===== config.mk =====
export PLATFORM = sky130hd
export DESIGN_NAME = row_sync_arbiter
export DESIGN_NICKNAME = d
export VERILOG_FILES = /design/src/rtl/row_sync_arbiter.sv
export SDC_FILE = /design/constraint.sdc
export NUM_CORES = 1
export LEC_CHECK = 0
export CORE_AREA = 2 2 60 62
export CTS_BUF_LIST = sky130_fd_sc_hd__clkbuf_16
export CTS_CLUSTER_SIZE = 14
export DETAILED_ROUTE_END_ITERATION = 7
export DIE_AREA = 0 0 62 64
export GPL_ROUTABILITY_DRIVEN = 0
export PLACE_DENSITY_LB_ADDON = 0.12
export SYNTH_ARGS = -nofsm -noshare
export SYNTH_HDL_FRONTEND = slang
export SYNTH_SLANG_ARGS = --single-unit

===== constraint.sdc =====
create_clock -name clk -period 4.55 [get_ports clk]
set_input_delay 0.455 -clock clk [delete_from_list [all_inputs] [get_ports clk]]
set_output_delay 0.455 -clock clk [all_outputs]
set_load 0.01 [all_outputs]

===== src/rtl/row_sync_arbiter.sv =====
// Row-level arbiter: round-robin exclusive grant of the shared URAM to one
// core at a time, plus an all-cores-locked barrier that drains the URAM
// before releasing the cores.
module row_sync_arbiter #(
   parameter int NUM_CORES      = 4,
   parameter int TIMEOUT_CYCLES = 1024,
   parameter int CNT_W          = 16
) (
   input  logic                         clk,
   input  logic                         reset,
   input  logic [NUM_CORES-1:0]         i_core_req,
   input  logic [NUM_CORES-1:0]         i_core_locked,
   output logic [NUM_CORES-1:0]         o_core_grant,
   output logic [$clog2(NUM_CORES)-1:0] o_grant_id,
   output logic                         o_uram_emptied,
   output logic                         o_drain_req,
   input  logic                         i_drain_done,
   output logic                         o_timeout_err
);

   localparam int ID_W = $clog2(NUM_CORES);

   typedef enum logic [1:0] {S_IDLE, S_GRANT, S_BARRIER, S_RELEASE} state_t;

   state_t               state_q, state_d;
   logic [ID_W-1:0]      rr_ptr_q, rr_ptr_d;
   logic [ID_W-1:0]      id_q, id_d;
   logic [NUM_CORES-1:0] grant_q, grant_d;
   logic [CNT_W-1:0]     wd_q, wd_d;
   logic                 drain_q, drain_d;
   logic                 emptied_q, emptied_d;
   logic                 err_q, err_d;

   logic [NUM_CORES-1:0] elig;
   logic                 win_found;
   logic [ID_W-1:0]      win_id;
   logic [ID_W:0]        scan;
   logic [ID_W:0]        ptr_inc;
   logic                 wd_hit;

   assign elig = i_core_req & ~i_core_locked;

   // Round-robin search: first eligible core at or above rr_ptr, wrapping.
   always_comb begin
      win_found = 1'b0;
      win_id    = '0;
      scan      = '0;
      for (int i = 0; i < NUM_CORES; i++) begin
         scan = {1'b0, rr_ptr_q} + (ID_W+1)'(i);
         if (scan >= (ID_W+1)'(NUM_CORES)) scan = scan - (ID_W+1)'(NUM_CORES);
         if (!win_found && elig[scan[ID_W-1:0]]) begin
            win_found = 1'b1;
            win_id    = scan[ID_W-1:0];
         end
      end
   end

   // Pointer to the core after the current owner, and watchdog expiry.
   always_comb begin
      ptr_inc = {1'b0, id_q} + (ID_W+1)'(1);
      if (ptr_inc == (ID_W+1)'(NUM_CORES)) ptr_inc = '0;
      wd_hit = (TIMEOUT_CYCLES != 0) &&
               (({1'b0, wd_q} + (CNT_W+1)'(1)) == (CNT_W+1)'(TIMEOUT_CYCLES));
   end

   // Next-state and next-output logic; all outputs are registered.
   always_comb begin
      state_d   = state_q;
      rr_ptr_d  = rr_ptr_q;
      id_d      = id_q;
      grant_d   = grant_q;
      wd_d      = wd_q;
      drain_d   = drain_q;
      emptied_d = emptied_q;
      err_d     = err_q;
      case (state_q)
         S_IDLE: begin
            // Barrier wins over pending requests.
            if (&i_core_locked) begin
               state_d = S_BARRIER;
            end else if (win_found) begin
               state_d = S_GRANT;
               id_d    = win_id;
               grant_d = NUM_CORES'(1) << win_id;
               wd_d    = '0;
            end
         end
         S_GRANT: begin
            // Only the owner's req matters; a voluntary drop beats a timeout.
            if (!i_core_req[id_q] || wd_hit) begin
               state_d  = S_IDLE;
               grant_d  = '0;
               id_d     = '0;
               rr_ptr_d = ptr_inc[ID_W-1:0];
               if (i_core_req[id_q]) err_d = 1'b1;
            end else begin
               wd_d = wd_q + CNT_W'(1);
            end
         end
         S_BARRIER: begin
            // Drain cannot be cancelled, so locked bits are ignored here.
            if (i_drain_done) begin
               state_d   = S_RELEASE;
               drain_d   = 1'b0;
               emptied_d = 1'b1;
            end else begin
               drain_d = 1'b1;
            end
         end
         S_RELEASE: begin
            if (i_core_locked == '0) begin
               state_d   = S_IDLE;
               emptied_d = 1'b0;
            end
         end
         default: state_d = S_IDLE;
      endcase
   end

   // State and output registers with synchronous reset.
   always_ff @(posedge clk) begin
      if (reset) begin
         state_q   <= S_IDLE;
         rr_ptr_q  <= '0;
         id_q      <= '0;
         grant_q   <= '0;
         wd_q      <= '0;
         drain_q   <= 1'b0;
         emptied_q <= 1'b0;
         err_q     <= 1'b0;
      end else begin
         state_q   <= state_d;
         rr_ptr_q  <= rr_ptr_d;
         id_q      <= id_d;
         grant_q   <= grant_d;
         wd_q      <= wd_d;
         drain_q   <= drain_d;
         emptied_q <= emptied_d;
         err_q     <= err_d;
      end
   end

   assign o_core_grant   = grant_q;
   assign o_grant_id     = id_q;
   assign o_drain_req    = drain_q;
   assign o_uram_emptied = emptied_q;
   assign o_timeout_err  = err_q;

endmodule


==> results summary, run 1 <==
The flow ran to the end, and the final reports show no timing, DRC or antenna violations. The worst hold path belongs to the class reg2reg. The cell-internal power is 0.4994 mW. The largest buffer count on any clock path is 2. The setup slack after placement is 1589 ps. The HPWL after detailed placement is 3.250 mm. The cts-stage hold buffer count is 0. The Yosys warning count is 0.

Setup violations remaining at the end of the flow were counted as 0. The largest driver fanout on the critical path is 18. The initial DRC count is 116. The switching power came out at roughly 0.17 mW. The final hold slack came out at 481.3 ps. For the worst setup path, the data required time is around 4700 ps.

The via count is around 1800. The count of port buffers added during placement is 19. For the worst setup path, the data arrival time is 3160 ps. The via density per instance is 6.323.

The synthesis-to-finish area growth came out at 13.83%. Per report_power, the clock group accounts for 44.2% of the total. In the layout the commonest cells are 29 x sky130_fd_sc_hd__dfxtp_1, 19 x sky130_fd_sc_hd__clkdlybuf4s50_1, 15 x sky130_fd_sc_hd__nand2_1. The number of antenna repair diodes came out at 0. The normalized max-slew margin is roughly 43%. For this run, the leading register cell type out of synthesis is sky130_fd_sc_hd__dfxtp_1. The number of buffers added by the clock tree synthesis step came out at 5. The kind of end point of the critical path is a register. Summed over all cells, the static leakage comes to 0.7198 nW.

The most common library cell in the layout ignoring fill and taps is sky130_fd_sc_hd__dfxtp_1. Once detail routing completed, the nets flagged for antenna violations numbered 0. The post-synthesis async set-or-reset flop share is 0%. The initial utilization of the core area, before any placement, comes to 58.40%.

The total of cells resized after clock tree synthesis came out at 0. Total power for the finished layout comes to 0.6731 mW. The max-capacitance violation count came out at 0. The distinct cell type count of the synthesized netlist came out at 59.

For this run, the register share of the synthesized area comes to 30.27%. The post-route core utilization came out at 66.48%. Summed over all layers, the global routing overflow is 0. The combined global-route utilization of all metal layers is 25.37%. The root buffer cell chosen for the clock tree is sky130_fd_sc_hd__clkbuf_16. The synthesized area came out at between 1500 and 2000 sq um. After clock tree synthesis, the clock-pin slew on the worst setup and hold paths is 50 ps.

Setup repair after global routing left no endpoint under its margin. The routed wirelength normalized by instance count is 15.95 um. The via count of the first global-routing pass came out at about 1700. The number of fill cells in the layout came out at between 300 and 400. The sink count of the clock tree is 29.

The signal on the critical path passes through ha_1, nand3_1, nor4_1, and3_1, o221ai_1, o21ai_2, nand2b_1, o31ai_1. The number of top-level pins came out at 20. The kind of critical path is reg2reg. The post-placement cell area is 2053 sq um. The maximum number of pins on one net before global-route repair came out at 27. The number of synthesized flops with an enable pin came out at 0. VDD sags by at most 0.1920 mV.

The wire length of the first global-routing pass is 7.596 mm. Counting flops and latches in the post-synthesis netlist gives 29. The pre-antenna-repair detailed-routing pass consisted of 4 iterations. The switching power as a share of total power is 25.81%. The post-route clock period utilization is roughly 66%. The maximum achievable frequency came out at 0.3309 GHz. The clock latency on the worst-skew pair came out at between 200 and 300 ps. The number of instances in the synthesized netlist is roughly 230. TritonCTS built the clock tree. The number of nets in the synthesized netlist is ~240. The worst stage delay on the critical path came out at 590 ps. The number of standard cells in the layout, taps in and fillers out came out at 285.

The final number of max-transition violations came out at 0. The final-report hold violation count came out at 0. Summed over all failing endpoints, the final setup total negative slack is 0 ps. The highest-delay cell along the critical path is sky130_fd_sc_hd__o21ai_2.

The power share of the sequential group came out at 41.0%. The power per unit of standard cell area came out at slightly above 300 nW/um^2. The post-route netlist has 9.623% of its cells at a drive strength greater than 1. The summed area of non-filler cells in the final layout came out at 2183 sq um. The DRC violation count after routing came out at 0. The final period demand of the worst path is 3022 ps. The portion of total power attributed to combinational logic is 14.8%. The die outline area came out at 3968 sq um. The worst setup path is launched from a register. The number of buffers inserted by post-CTS setup repair came out at 0.

In this run, placement finished with an instance count of 279. Wires add up to 4.545 mm. The H-tree was split into 2 levels. The final worst clock skew is 5.201 ps. The average cell area after synthesis is ~8.4 sq um. The die outline height came out at 64 um. The number of placement rows came out at 21.

The post-route worst setup slack came out at 1528 ps. The die boundary width came out at 62 um. The initial antenna violation count was 0.

The slew of the pin with the lowest slew margin came out at 858.7 ps. The area of the core is 3284 sq um. At the end of the flow, the number of nets in the layout was 254.
## critical path, delay by kind of cell (launching register included)
kind,cells,cell delay [ps]
DFF,1,440
adders and majority gates,1,300
AOI/OAI and AO/OA,3,840
and+or+nand+nor,4,1300
## sequential cells by signal, summed over array words and instances, names as in the netlist
signal          flops
o_core_grant        4
o_drain_req         1
o_grant_id          2
o_timeout_err       1
o_uram_emptied      1
rr_ptr_q            2
state_q             2
wd_q               16
## path summary, 6_finish.rpt
| kind | slack [ps] | from | to | cells after the start |
|---|---|---|---|---|
| max | 1530 | wd_q[1] | wd_q[4] | 8 |
| min | 480 | o_timeout_err | o_timeout_err | 2 |
| min reg2reg | 480 | o_timeout_err | o_timeout_err | 2 |
| max reg2reg | 1530 | wd_q[1] | wd_q[4] | 8 |
## synthesized netlist by cell type, types with 6 or more instances
master | number | area [sq um]
sky130_fd_sc_hd__nor4_1 | 8 | 50.05
sky130_fd_sc_hd__o21ai_0 | 8 | 40.04
sky130_fd_sc_hd__inv_1 | 7 | 26.28
sky130_fd_sc_hd__a21oi_1 | 13 | 65.06
sky130_fd_sc_hd__dfxtp_1 | 29 | 580.6
sky130_fd_sc_hd__nor2b_1 | 7 | 43.79
sky130_fd_sc_hd__nand2b_1 | 11 | 68.82
sky130_fd_sc_hd__nand2_1 | 15 | 56.30
sky130_fd_sc_hd__nor3_1 | 6 | 30.03
sky130_fd_sc_hd__nor2_1 | 13 | 48.80
sky130_fd_sc_hd__o311ai_0 | 7 | 61.31
sky130_fd_sc_hd__nand3_1 | 12 | 60.06
sky130_fd_sc_hd__o31ai_1 | 7 | 52.55
## final cells by class
class                   instances  area, sq um  share of cell area, %
clock inverters                 1        5.005                 0.2292
multi-input cells             178         1199                  54.90
repair buffers                 19        190.2                  8.711
well taps                      46        57.56                  2.636
clock buffers                   5        125.1                  5.731
inverters                       7        26.28                  1.203
flip-flops and latches         29        580.6                  26.59
## kinds of logic after synthesis
logic type	share of synthesized area (%)
flip-flops	30.27
buffers and inverters	7.240
multiplexers	3.849
AO/OA/AOI/OAI	23.35
adder cells (fa/ha/maj)	1.957
AND/OR/NAND/NOR	31.51
XOR/XNOR	1.827
## routing by layer
layer	track usage (%)	wire length (um)
met4	9.840	87
met3	5.061	212
met5	0	0
met2	40.49	2255
met1	32.71	1989
## power groups by stage
stage	logic, mW	clock network (mW)	registers (mW)
finish	0.0997	0.297	0.276
global route	0.110	0.311	0.278
CTS	0.0987	0.302	0.276
detailed placement	0.0985	0	0.281
global placement	0.0957	0	0.280
floorplan	0.0702	0	0.280
(Power assumes the default switching activity.)
==> run 2: changes to the inputs <==
CORE_AREA = 2 2 62 64   (was 2 2 60 62)
DIE_AREA = 0 0 64 66   (was 0 0 62 64)
clock period = 3 ns   (was 4.55 ns; I/O delays follow)
==> results summary, run 2 (synthesis results as in run 1) <==
The flow ran to the end, and the final reports show no timing, DRC or antenna violations. The number of clock buffers added by TritonCTS is 5. The filler cells instantiated in the layout total about 320. The clock latency on the worst-skew pair is 270 ps.

The type of the worst min-delay path is reg2reg. The final period demand of the worst path came out at 2560 ps. Global routing consumed, over all layers together, a little over a fifth of the routing resources.

In the final routed layout, each cell accounts on average for between 10 and 15 um. The cts-stage hold buffer count came out at 0. At the pin with the least slew margin, the transition time is 592.2 ps.

The number of top-level pins is 20. The effective utilization at floorplan is 54.02%. The top cell types in the final layout, fill and taps aside, are 29 x sky130_fd_sc_hd__dfxtp_1, 19 x sky130_fd_sc_hd__clkdlybuf4s50_1, 15 x sky130_fd_sc_hd__nand2_1.

The critical path in this run is classified as reg2reg. The arrival time at the worst endpoint is 2700 ps. The post-route antenna net violation count is 0. For this run, design rule violations remaining after detail routing come to 0.

The via count of the first global-routing pass is 1561. The count of port buffers added during placement came out at 19. The synthesis-to-finish area growth is 16.44%. The via density per instance came out at 6.024. The setup TNS is 0 ps. The maximum achievable frequency is 0.3907 GHz. The total of cells resized after clock tree synthesis is 0. The data required time of the worst path is 3140 ps.

The number of nets at the end of the flow is between 200 and 300. The reported leakage power is 0.7525 nW. The die is 64 um wide. Setup repair after global routing left no endpoint under its margin. The worst-case IR drop observed on VDD is 0.3297 mV. The register containing the most flip-flops in the final layout is wd_q.

Leaving out fill and tap cells, the most frequent cell in the layout is sky130_fd_sc_hd__dfxtp_1. The tree is rooted in a sky130_fd_sc_hd__clkbuf_16. The final-report hold violation count came out at 0. Post-CTS timing repair inserted 0 buffers for setup. The wire length of the first global-routing pass came out at 7.134 mm. Headroom to the max-slew limit came out at 60.22%. For this design the ratio of total power to cell area is 461.6 nW/um^2.

The final number of max-transition violations is 0. The clock transition at the registers of the reported paths came out at 50 ps. The area of the core is 3551 sq um. TritonCTS built the clock tree. The sequential cell area came out at 580.6 sq um. In this run the core area contains 22 standard-cell rows. The initial DRC count came out at roughly 110. The total of endpoints with negative setup slack in the final report is 0. The count of cells in the finished layout, fillers not included, comes to between 200 and 300. Entering global routing, the biggest net connects 18 pins. The kind of end point of the critical path is a register. The largest buffer count on any clock path came out at 2.

The half-perimeter wire length after placement came out at 3.146 mm. The die outline area came out at approximately 4200 sq um. The via count is 1771. The sum of routed wire length over all layers is 4.246 mm. STA classifies the critical path startpoint as a register. Summing all multi-input logic gate instances after layout gives 1199 sq um.

For this design, the sink count on the clock tree is 29. The final worst clock skew is slightly above 4 ps. The initial antenna violation count is 0. The number of flip-flops in the largest register came out at 16. The total instance count after detailed placement came out at 287.

The first-pass iteration count of the detailed router came out at 4. The number of antenna diodes in the final layout is 0. The max-capacitance violation count is 0. The total grt overflow is 0. Of the cells placed in the final design, the portion with a size suffix greater than 1 is 11.38%. The largest driver fanout on the critical path came out at 10. The final critical path takes up 85.32% of the cycle. The die outline height came out at 66 um. The number of H-tree levels is 2.
==> run 2: cell count changes in the layout (fill, tap and decap cells not counted), sizes merged <==
cell  delta
buf      +6
inv      +1
==> run 2: area by class of cell <==
| class | count | area share [%] |
|---|---|---|
| clock buffer | 5 | 5.602 |
| timing repair buffer | 25 | 10.53 |
| sequential | 29 | 25.99 |
| inverter | 7 | 1.176 |
| tap | 48 | 2.689 |
| clock inverter | 2 | 0.3361 |
| multi-input combinational | 178 | 53.67 |
==> run 2: worst paths after layout <==
check / startpoint / slack [ps] / endpoint / depth (start not counted)
setup / recovery: wd_q[1] / 440 / wd_q[11] / 9
hold / removal: o_timeout_err / 460 / o_timeout_err / 2
hold reg to reg: o_timeout_err / 460 / o_timeout_err / 2
setup reg to reg: wd_q[1] / 440 / wd_q[11] / 9
==> run 2: worst max-delay path, stage by stage, from the launching register on <==
cell	delay [ps]
sky130_fd_sc_hd__dfxtp_1	430
sky130_fd_sc_hd__ha_1	280
sky130_fd_sc_hd__nand3_1	260
sky130_fd_sc_hd__nor4_1	310
sky130_fd_sc_hd__nor3_1	110
sky130_fd_sc_hd__o221ai_1	230
sky130_fd_sc_hd__o21ai_2	100
sky130_fd_sc_hd__buf_4	180
sky130_fd_sc_hd__o311ai_0	410
sky130_fd_sc_hd__o31ai_2	120
==> run 2: layer usage <==
metal	track usage (%)	vias up	wire (um)
met5	0	-	0
met4	8.424	0	58
met3	4.429	5	170
met2	36.72	38	2024
met1	27.22	827	1993
li1	-	901	-
==> run 2: stage by stage <==
step / hold WS [ps] / setup WS [ps] / area [sq um] / power (mW) / util [%]
floorplan: 395.6 / 796.9 / 1918 / 0.5308 / -
global placement: 450.3 / 561.3 / 2101 / 0.5882 / 59.16
detailed placement: 462.5 / 475.0 / 2101 / 0.5881 / 59.16
CTS: 473.2 / 438.2 / 2233 / 1.037 / 62.90
global route: 505.5 / 266.7 / 2233 / 1.077 / 62.90
finish: 463.9 / 440.3 / 2233 / 1.031 / 62.90
==> run 2: power breakdown <==
part | internal [mW] | leakage [nW] | switching [mW] | total, mW
Sequential | 0.401 | 0.235 | 0.0165 | 0.417
Combinational | 0.0746 | 0.449 | 0.0906 | 0.165
Clock | 0.294 | 0.0685 | 0.154 | 0.449
